### src/rtl/ram_arbiter_if.sv
// Bundle of the three stage request/ready ports and the single-port RAM bus.
// The slave modport is the arbiter side. The master modport is the stages-plus-RAM side.
interface ram_arbiter_if #(
    parameter int ADDR_WIDTH = 16,
    parameter int DATA_WIDTH = 8
);
    logic                  stage12_read;
    logic [ADDR_WIDTH-1:0] stage12_read_address;
    logic                  stage12_read_ready;
    logic [DATA_WIDTH-1:0] stage12_read_data_out;

    logic                  stage3_read;
    logic [ADDR_WIDTH-1:0] stage3_read_address;
    logic                  stage3_read_ready;
    logic [DATA_WIDTH-1:0] stage3_read_data_out;

    logic                  stage5_write;
    logic [ADDR_WIDTH-1:0] stage5_write_address;
    logic [DATA_WIDTH-1:0] stage5_write_data;
    logic                  stage5_write_ready;

    logic                  mem_write_enable;
    logic [ADDR_WIDTH-1:0] mem_address;
    logic [DATA_WIDTH-1:0] mem_data_in;
    logic [DATA_WIDTH-1:0] mem_data_out;

    modport slave (
        input  stage12_read, stage12_read_address,
        output stage12_read_ready, stage12_read_data_out,
        input  stage3_read, stage3_read_address,
        output stage3_read_ready, stage3_read_data_out,
        input  stage5_write, stage5_write_address, stage5_write_data,
        output stage5_write_ready,
        output mem_write_enable, mem_address, mem_data_in,
        input  mem_data_out
    );

    modport master (
        output stage12_read, stage12_read_address,
        input  stage12_read_ready, stage12_read_data_out,
        output stage3_read, stage3_read_address,
        input  stage3_read_ready, stage3_read_data_out,
        output stage5_write, stage5_write_address, stage5_write_data,
        input  stage5_write_ready,
        input  mem_write_enable, mem_address, mem_data_in,
        output mem_data_out
    );
endinterface

### src/rtl/ram_arbiter.sv
// Fixed-priority, four-phase-handshake responder that shares one synchronous RAM
// among the stage12 fetch, stage3 operand-read and stage5 store ports.
module ram_arbiter #(
    parameter int ADDR_WIDTH = 16,
    parameter int DATA_WIDTH = 8
) (
    input  logic         ram_clk,
    input  logic         rst,
    ram_arbiter_if.slave bus
);

    typedef enum logic [1:0] {IDLE, ACCESS, CAPTURE, DONE} state_t;
    typedef enum logic [1:0] {GNT_NONE, GNT_S12, GNT_S3, GNT_S5} grant_t;

    state_t                state_q, state_d;
    grant_t                grant_q, grant_d;
    logic                  mem_we_q, mem_we_d;
    logic [ADDR_WIDTH-1:0] mem_addr_q, mem_addr_d;
    logic [DATA_WIDTH-1:0] mem_din_q, mem_din_d;
    logic                  s12_ready_q, s12_ready_d;
    logic [DATA_WIDTH-1:0] s12_data_q, s12_data_d;
    logic                  s3_ready_q, s3_ready_d;
    logic [DATA_WIDTH-1:0] s3_data_q, s3_data_d;
    logic                  s5_ready_q, s5_ready_d;
    logic                  granted_req;

    always_comb begin
        // NOTE: every next-state value defaults to its current flop value first,
        // so no branch can leave a signal unassigned and infer a latch.
        state_d     = state_q;
        grant_d     = grant_q;
        mem_we_d    = mem_we_q;
        mem_addr_d  = mem_addr_q;
        mem_din_d   = mem_din_q;
        s12_ready_d = s12_ready_q;
        s12_data_d  = s12_data_q;
        s3_ready_d  = s3_ready_q;
        s3_data_d   = s3_data_q;
        s5_ready_d  = s5_ready_q;

        unique case (grant_q)
            GNT_S12: granted_req = bus.stage12_read;
            GNT_S3:  granted_req = bus.stage3_read;
            GNT_S5:  granted_req = bus.stage5_write;
            default: granted_req = 1'b0;
        endcase

        unique case (state_q)
            IDLE: begin
                if (bus.stage5_write) begin
                    grant_d    = GNT_S5;
                    mem_addr_d = bus.stage5_write_address;
                    mem_din_d  = bus.stage5_write_data;
                    mem_we_d   = 1'b1;
                    state_d    = ACCESS;
                end else if (bus.stage3_read) begin
                    grant_d    = GNT_S3;
                    mem_addr_d = bus.stage3_read_address;
                    mem_we_d   = 1'b0;
                    state_d    = ACCESS;
                end else if (bus.stage12_read) begin
                    grant_d    = GNT_S12;
                    mem_addr_d = bus.stage12_read_address;
                    mem_we_d   = 1'b0;
                    state_d    = ACCESS;
                end
            end
            ACCESS: begin
                // The RAM samples the address and any write on this edge; keep it to one write cycle.
                mem_we_d = 1'b0;
                state_d  = CAPTURE;
            end
            CAPTURE: begin
                unique case (grant_q)
                    GNT_S12: begin
                        s12_data_d  = bus.mem_data_out;
                        s12_ready_d = 1'b1;
                    end
                    GNT_S3: begin
                        s3_data_d  = bus.mem_data_out;
                        s3_ready_d = 1'b1;
                    end
                    GNT_S5:  s5_ready_d = 1'b1;
                    default: ;
                endcase
                state_d = DONE;
            end
            DONE: begin
                if (!granted_req) begin
                    s12_ready_d = 1'b0;
                    s3_ready_d  = 1'b0;
                    s5_ready_d  = 1'b0;
                    grant_d     = GNT_NONE;
                    state_d     = IDLE;
                end
            end
            default: state_d = IDLE;
        endcase
    end

    // NOTE: sequential state uses non-blocking assignments only, so every flop
    // samples the values from before the edge, whatever order the statements run in.
    always_ff @(posedge ram_clk) begin
        if (rst) begin
            state_q     <= IDLE;
            grant_q     <= GNT_NONE;
            mem_we_q    <= 1'b0;
            mem_addr_q  <= '0;
            mem_din_q   <= '0;
            s12_ready_q <= 1'b0;
            s12_data_q  <= '0;
            s3_ready_q  <= 1'b0;
            s3_data_q   <= '0;
            s5_ready_q  <= 1'b0;
        end else begin
            state_q     <= state_d;
            grant_q     <= grant_d;
            mem_we_q    <= mem_we_d;
            mem_addr_q  <= mem_addr_d;
            mem_din_q   <= mem_din_d;
            s12_ready_q <= s12_ready_d;
            s12_data_q  <= s12_data_d;
            s3_ready_q  <= s3_ready_d;
            s3_data_q   <= s3_data_d;
            s5_ready_q  <= s5_ready_d;
        end
    end

    assign bus.mem_write_enable      = mem_we_q;
    assign bus.mem_address           = mem_addr_q;
    assign bus.mem_data_in           = mem_din_q;
    assign bus.stage12_read_ready    = s12_ready_q;
    assign bus.stage12_read_data_out = s12_data_q;
    assign bus.stage3_read_ready     = s3_ready_q;
    assign bus.stage3_read_data_out  = s3_data_q;
    assign bus.stage5_write_ready    = s5_ready_q;

endmodule

### src/flat_wrapper.sv
// flat-port wrapper written by rule: the top's interface ports become plain ports
module ram_arbiter_flat 
#(
    parameter int ADDR_WIDTH = 16,
    parameter int DATA_WIDTH = 8
)
  (ram_clk, rst, bus_stage12_read, bus_stage12_read_address, bus_stage12_read_ready, bus_stage12_read_data_out, bus_stage3_read, bus_stage3_read_address, bus_stage3_read_ready, bus_stage3_read_data_out, bus_stage5_write, bus_stage5_write_address, bus_stage5_write_data, bus_stage5_write_ready, bus_mem_write_enable, bus_mem_address, bus_mem_data_in, bus_mem_data_out);
  ram_arbiter_if #(.ADDR_WIDTH(ADDR_WIDTH), .DATA_WIDTH(DATA_WIDTH)) bus_i ();
  input  logic ram_clk;
  input  logic rst;
  input wire logic [$bits(bus_i.stage12_read)-1:0] bus_stage12_read;
  input wire logic [$bits(bus_i.stage12_read_address)-1:0] bus_stage12_read_address;
  output wire logic [$bits(bus_i.stage12_read_ready)-1:0] bus_stage12_read_ready;
  output wire logic [$bits(bus_i.stage12_read_data_out)-1:0] bus_stage12_read_data_out;
  input wire logic [$bits(bus_i.stage3_read)-1:0] bus_stage3_read;
  input wire logic [$bits(bus_i.stage3_read_address)-1:0] bus_stage3_read_address;
  output wire logic [$bits(bus_i.stage3_read_ready)-1:0] bus_stage3_read_ready;
  output wire logic [$bits(bus_i.stage3_read_data_out)-1:0] bus_stage3_read_data_out;
  input wire logic [$bits(bus_i.stage5_write)-1:0] bus_stage5_write;
  input wire logic [$bits(bus_i.stage5_write_address)-1:0] bus_stage5_write_address;
  input wire logic [$bits(bus_i.stage5_write_data)-1:0] bus_stage5_write_data;
  output wire logic [$bits(bus_i.stage5_write_ready)-1:0] bus_stage5_write_ready;
  output wire logic [$bits(bus_i.mem_write_enable)-1:0] bus_mem_write_enable;
  output wire logic [$bits(bus_i.mem_address)-1:0] bus_mem_address;
  output wire logic [$bits(bus_i.mem_data_in)-1:0] bus_mem_data_in;
  input wire logic [$bits(bus_i.mem_data_out)-1:0] bus_mem_data_out;
  assign bus_i.stage12_read = bus_stage12_read;
  assign bus_i.stage12_read_address = bus_stage12_read_address;
  assign bus_stage12_read_ready = bus_i.stage12_read_ready;
  assign bus_stage12_read_data_out = bus_i.stage12_read_data_out;
  assign bus_i.stage3_read = bus_stage3_read;
  assign bus_i.stage3_read_address = bus_stage3_read_address;
  assign bus_stage3_read_ready = bus_i.stage3_read_ready;
  assign bus_stage3_read_data_out = bus_i.stage3_read_data_out;
  assign bus_i.stage5_write = bus_stage5_write;
  assign bus_i.stage5_write_address = bus_stage5_write_address;
  assign bus_i.stage5_write_data = bus_stage5_write_data;
  assign bus_stage5_write_ready = bus_i.stage5_write_ready;
  assign bus_mem_write_enable = bus_i.mem_write_enable;
  assign bus_mem_address = bus_i.mem_address;
  assign bus_mem_data_in = bus_i.mem_data_in;
  assign bus_i.mem_data_out = bus_mem_data_out;
  ram_arbiter #(.ADDR_WIDTH(ADDR_WIDTH), .DATA_WIDTH(DATA_WIDTH)) u_core (.ram_clk(ram_clk), .rst(rst), .bus(bus_i));
endmodule
### config.mk
export PLATFORM = sky130hd
export DESIGN_NAME = ram_arbiter_flat
export DESIGN_NICKNAME = d
export VERILOG_FILES = /design/src/rtl/ram_arbiter_if.sv /design/src/rtl/ram_arbiter.sv /design/src/flat_wrapper.sv
export SDC_FILE = /design/constraint.sdc
export NUM_CORES = 1
export LEC_CHECK = 0
export ABC_AREA = 0
export CAP_MARGIN = 20
export CORE_UTILIZATION = 39
export DETAILED_ROUTE_END_ITERATION = 10
export GPL_ROUTABILITY_DRIVEN = 1
export PLACE_DENSITY = 0.82
export SYNTH_ARGS = -nofsm -noshare
export SYNTH_HDL_FRONTEND = slang
export SYNTH_SLANG_ARGS = --single-unit
export TNS_END_PERCENT = 50
### constraint.sdc
create_clock -name ram_clk -period 1.64 [get_ports ram_clk]
set_input_delay 0.328 -clock ram_clk [delete_from_list [all_inputs] [get_ports ram_clk]]
set_output_delay 0.328 -clock ram_clk [all_outputs]
set_load 0.005 [all_outputs]
==> tab_implementation.tex <==
\begin{tabular}{lr}
\hline
Metric & Value \\
\hline
\multicolumn{2}{l}{\textbf{Run status}} \\
\quad Run status & completed \\
\multicolumn{2}{l}{\textbf{Pwr}} \\
\quad Total chip power & 3820 µW \\
\quad Total leakage power & 0.00149 µW \\
\quad Gate power share & 37.6\% \\
\quad Power density over the cells & 1070 mW/mm² \\
\quad Internal power component & 2670 µW \\
\quad Worst vdd ir & 0.605 mV \\
\quad Fraction of power consumed by the clock network & 22.2\% \\
\quad Psw & 1150 µW \\
\quad Switching share of power & 30.1\% \\
\quad Sequential power share & 40.3\% \\
\multicolumn{2}{l}{\textbf{Flow run}} \\
\quad Max capacitance violation total & 0 \\
\multicolumn{2}{l}{\textbf{Routing}} \\
\quad Vias per cell & 4.81 \\
\quad Aggregate routed wire length & 5610 µm \\
\quad Detailed Route Iter0 Violations & 71 \\
\quad Overall via count from detail\_route & 2128 \\
\quad Residual DRC count & 0 \\
\quad Number of antenna-violating nets in the routed design & 0 \\
\quad Wire length per cell & 12.7 µm \\
\quad First-pass detailed-route iteration total & 4 \\
\multicolumn{2}{l}{\textbf{Floorplan}} \\
\quad Area of the core region & 0.00524 mm² \\
\quad Top-level port count & 113 \\
\quad Initial cell density of the core & 41.4\% \\
\quad Area enclosed by the die boundary & 0.00587 mm² \\
\quad Die span in y & 76.6 µm \\
\quad Die extent in x & 76.6 µm \\
\quad Floorplan row count & 26 \\
\multicolumn{2}{l}{\textbf{Timing}} \\
\quad Layout Skew & 0.00699 ns \\
\quad Worst hold slack & 0.457 ns \\
\quad Final setup fails & 0 \\
\quad RSZ-0062 raised after global routing & yes \\
\quad Worst max-slew margin expressed relative to the limit & 76.5\% \\
\quad Max-slew violation count & 0 \\
\quad Tmin final & 1.58 ns \\
\quad Worst Tran Pin Value & 0.352 ns \\
\quad Final clock period utilization by the worst path & 96.4\% \\
\quad Peak clock frequency supported by timing & 633 MHz \\
\quad Hold Violations, Final & 0 \\
\multicolumn{2}{l}{\textbf{Worst hold path}} \\
\quad Worst min path class & flip-flop to flip-flop \\
\multicolumn{2}{l}{\textbf{Synth}} \\
\quad Number of register bits inferred by synthesis & 48 \\
\quad Mean instance size in the synthesized netlist & 8.55 µm² \\
\quad Cell count after synthesis & 254 \\
\quad Portion of synthesized cell area occupied by the leading cell type & 44.3\% \\
\quad Cell taking the most area after synthesis & dfxtp\_1 \\
\quad Number of different library cells in the post-synthesis netlist & 27 \\
\quad Post-synthesis cell area & 0.00217 mm² \\
\quad Synth top area cells & dfxtp\_1 44\%, mux2i\_1 16\%, a21oi\_1 7.4\%, nor2\_1 6.2\%, nand2\_1 5.4\% \\
\quad Synth Net Count & 327 \\
\quad Sequential fraction of the synthesis area & 44.3\% \\
\quad Count of synthesis-stage warnings from yosys & 0 \\
\multicolumn{2}{l}{\textbf{Global route}} \\
\quad Vias in the first global route & 2018 \\
\quad First-pass GRT wire length & 9110 µm \\
\quad Overflow left after global routing & 0 \\
\quad Maximum number of pins on one net before global-route repair & 40 \\
\quad Number of antenna violations at the first check in global routing & 0 \\
\quad Overall global routing resource usage & 19.4\% \\
\multicolumn{2}{l}{\textbf{Final layout}} \\
\quad Most frequent standard cell in the layout excluding fill and tap cells & clkdlybuf4s50\_1 \\
\quad Share of cells above drive strength 1 & 7.80\% \\
\quad Layout-stage area growth over the synthesis result & 64.4\% \\
\quad Ant. Diodes & 0 \\
\quad Non-Filler Cell Area, Final & 0.00357 mm² \\
\quad Commonest non-fill, non-tap cells in the layout & 112 x clkdlybuf4s50\_1, 48 x dfxtp\_1, 36 x nor2\_1 \\
\quad NumNets Final & 444 \\
\multicolumn{2}{l}{\textbf{Critical path}} \\
\quad Type of element launching the critical path & flip-flop \\
\quad Maximum single-stage delay on the critical path & 0.40 ns \\
\quad Cell at the slowest stage of the critical path & dfxtp\_1 \\
\quad Critical-path maximum fanout & 7 \\
\quad Crit path cell chain & ha\_2, nand2\_1, o32a\_1, o21a\_1, o32ai\_1 \\
\quad Endpoint kind of the worst setup timing path & flip-flop \\
\quad Worst path arrival time & 1.79 ns \\
\quad Reg2Reg Setup Slack & 0.06 ns \\
\quad Crit path kind & flip-flop to flip-flop \\
\quad Worst path required time & 1.85 ns \\
\multicolumn{2}{l}{\textbf{Clocking}} \\
\quad Cts-stage hold buffer count & 0 \\
\quad Clk sink count & 48 \\
\quad CTS H-tree lvls & 2 \\
\quad Clock edge transition at the registers on the reported setup and hold paths & 0.08 ns \\
\quad Clock insertion delay at the later pin of the skew report & 0.30 ns \\
\quad CTS Root Cell & clkbuf\_8 \\
\quad Clock tree from TritonCTS & done \\
\quad Count of buffers added by post-CTS timing repair for setup & 0 \\
\quad CTS max path bufs & 2 \\
\quad Cts bufs inserted & 5 \\
\multicolumn{2}{l}{\textbf{Placement}} \\
\quad I/O Buffers & 112 \\
\quad Last weighted congestion value of the routability-driven placer & 0.801 \\
\quad Hpwl dp & 4440 µm \\
\quad Placed standard-cell area & 0.00345 mm² \\
\hline
\end{tabular}
## cells in the mapped netlist (all sizes together)
cell type	count
o21ba	2
o21ai	18
dfxtp	48
o32ai	1
nand2	31
a311oi	1
o21a	2
o211ai	1
nand3b	3
mux2i	35
a21oi	33
a211oi	1
ha	4
o32a	1
or3	2
nand3	8
nand2b	3
buf	9
nor2	36
inv	7
clkbuf	8
## state kept, by name (all words and copies together), names as in the netlist
name,count
u_core.bus.stage12_read_data_out,8
u_core.bus.stage3_read_ready,1
u_core.state_q,2
u_core.bus.stage12_read_ready,1
u_core.grant_q,2
u_core.bus.mem_write_enable,1
u_core.bus.stage3_read_data_out,8
u_core.bus.stage5_write_ready,1
u_core.bus.mem_data_in,8
u_core.bus.mem_address,16
## power groups by stage
stage,Sequential [µW],Clock [µW],Combinational (µW)
floorplan,1560,0,665
global placement,1550,0,1410
detailed placement,1560,0,1440
CTS,1540,863,1440
global route,1570,915,1580
finish,1540,846,1430
## worst paths after layout
check,from,to,cells past startpoint
worst max-delay path,u_core.state_q[0],u_core.grant_q[0],5
worst min-delay path,u_core.bus.mem_data_in[5],u_core.bus.mem_data_in[5],2
worst max register to register,u_core.state_q[0],u_core.grant_q[0],5
worst min register to register,u_core.bus.mem_data_in[5],u_core.bus.mem_data_in[5],2
## critical path: cells and delay by family, from the launching register on
| kind | cells | cell delay [ns] |
|---|---|---|
| compound gates | 3 | 0.75 |
| flops | 1 | 0.40 |
| fa+ha+maj | 1 | 0.28 |
| simple gates | 1 | 0.07 |
## stage by stage
stage	setup slack, ns	TNS [ns]	utilization, %	std cells
2_1_floorplan	0.210	0	-	254
3_3_place_gp	-0.138	-2.22	65.9	434
3_5_place_dp	-0.162	-2.68	65.9	434
4_1_cts	0.00786	0	68.1	442
5_1_grt	-0.0458	-0.0607	68.2	442
6_report	0.0597	0	68.2	442
## layer usage
metal	GRT usage [%]	wire, µm	vias to the layer above	part of all wire (%)
met5	0	0	-	0
met4	8.65	92	0	1.6
met3	3.47	198	9	3.5
met2	35.0	2880	46	51
met1	22.2	2440	970	43
li1	-	-	1103	-
## cells by family after synthesis
family,share of synthesized area [%]
AND/OR/NAND/NOR,16.1
buffers and inverters,5.30
multiplexers,16.1
adder cells (fa/ha/maj),2.31
flip-flops,44.3
AO/OA/AOI/OAI,15.9
## area by class of cell
class	instances	area, µm²
Fill cell	424	1670
Timing Repair Buffer	127	1280
Multi-Input combinational cell	182	1100
Sequential cell	48	961
Tap cell	70	87.6
Clock buffer	5	68.8
Clock inverter	3	42.5
Inverter	7	26.3
## what timing repair did
item                                    4_1_cts  5_1_grt
endpoints found under the hold margin         0        0
endpoints found under the setup margin        0        6
gates resized for setup                       0        2
(Power assumes the default switching activity.)
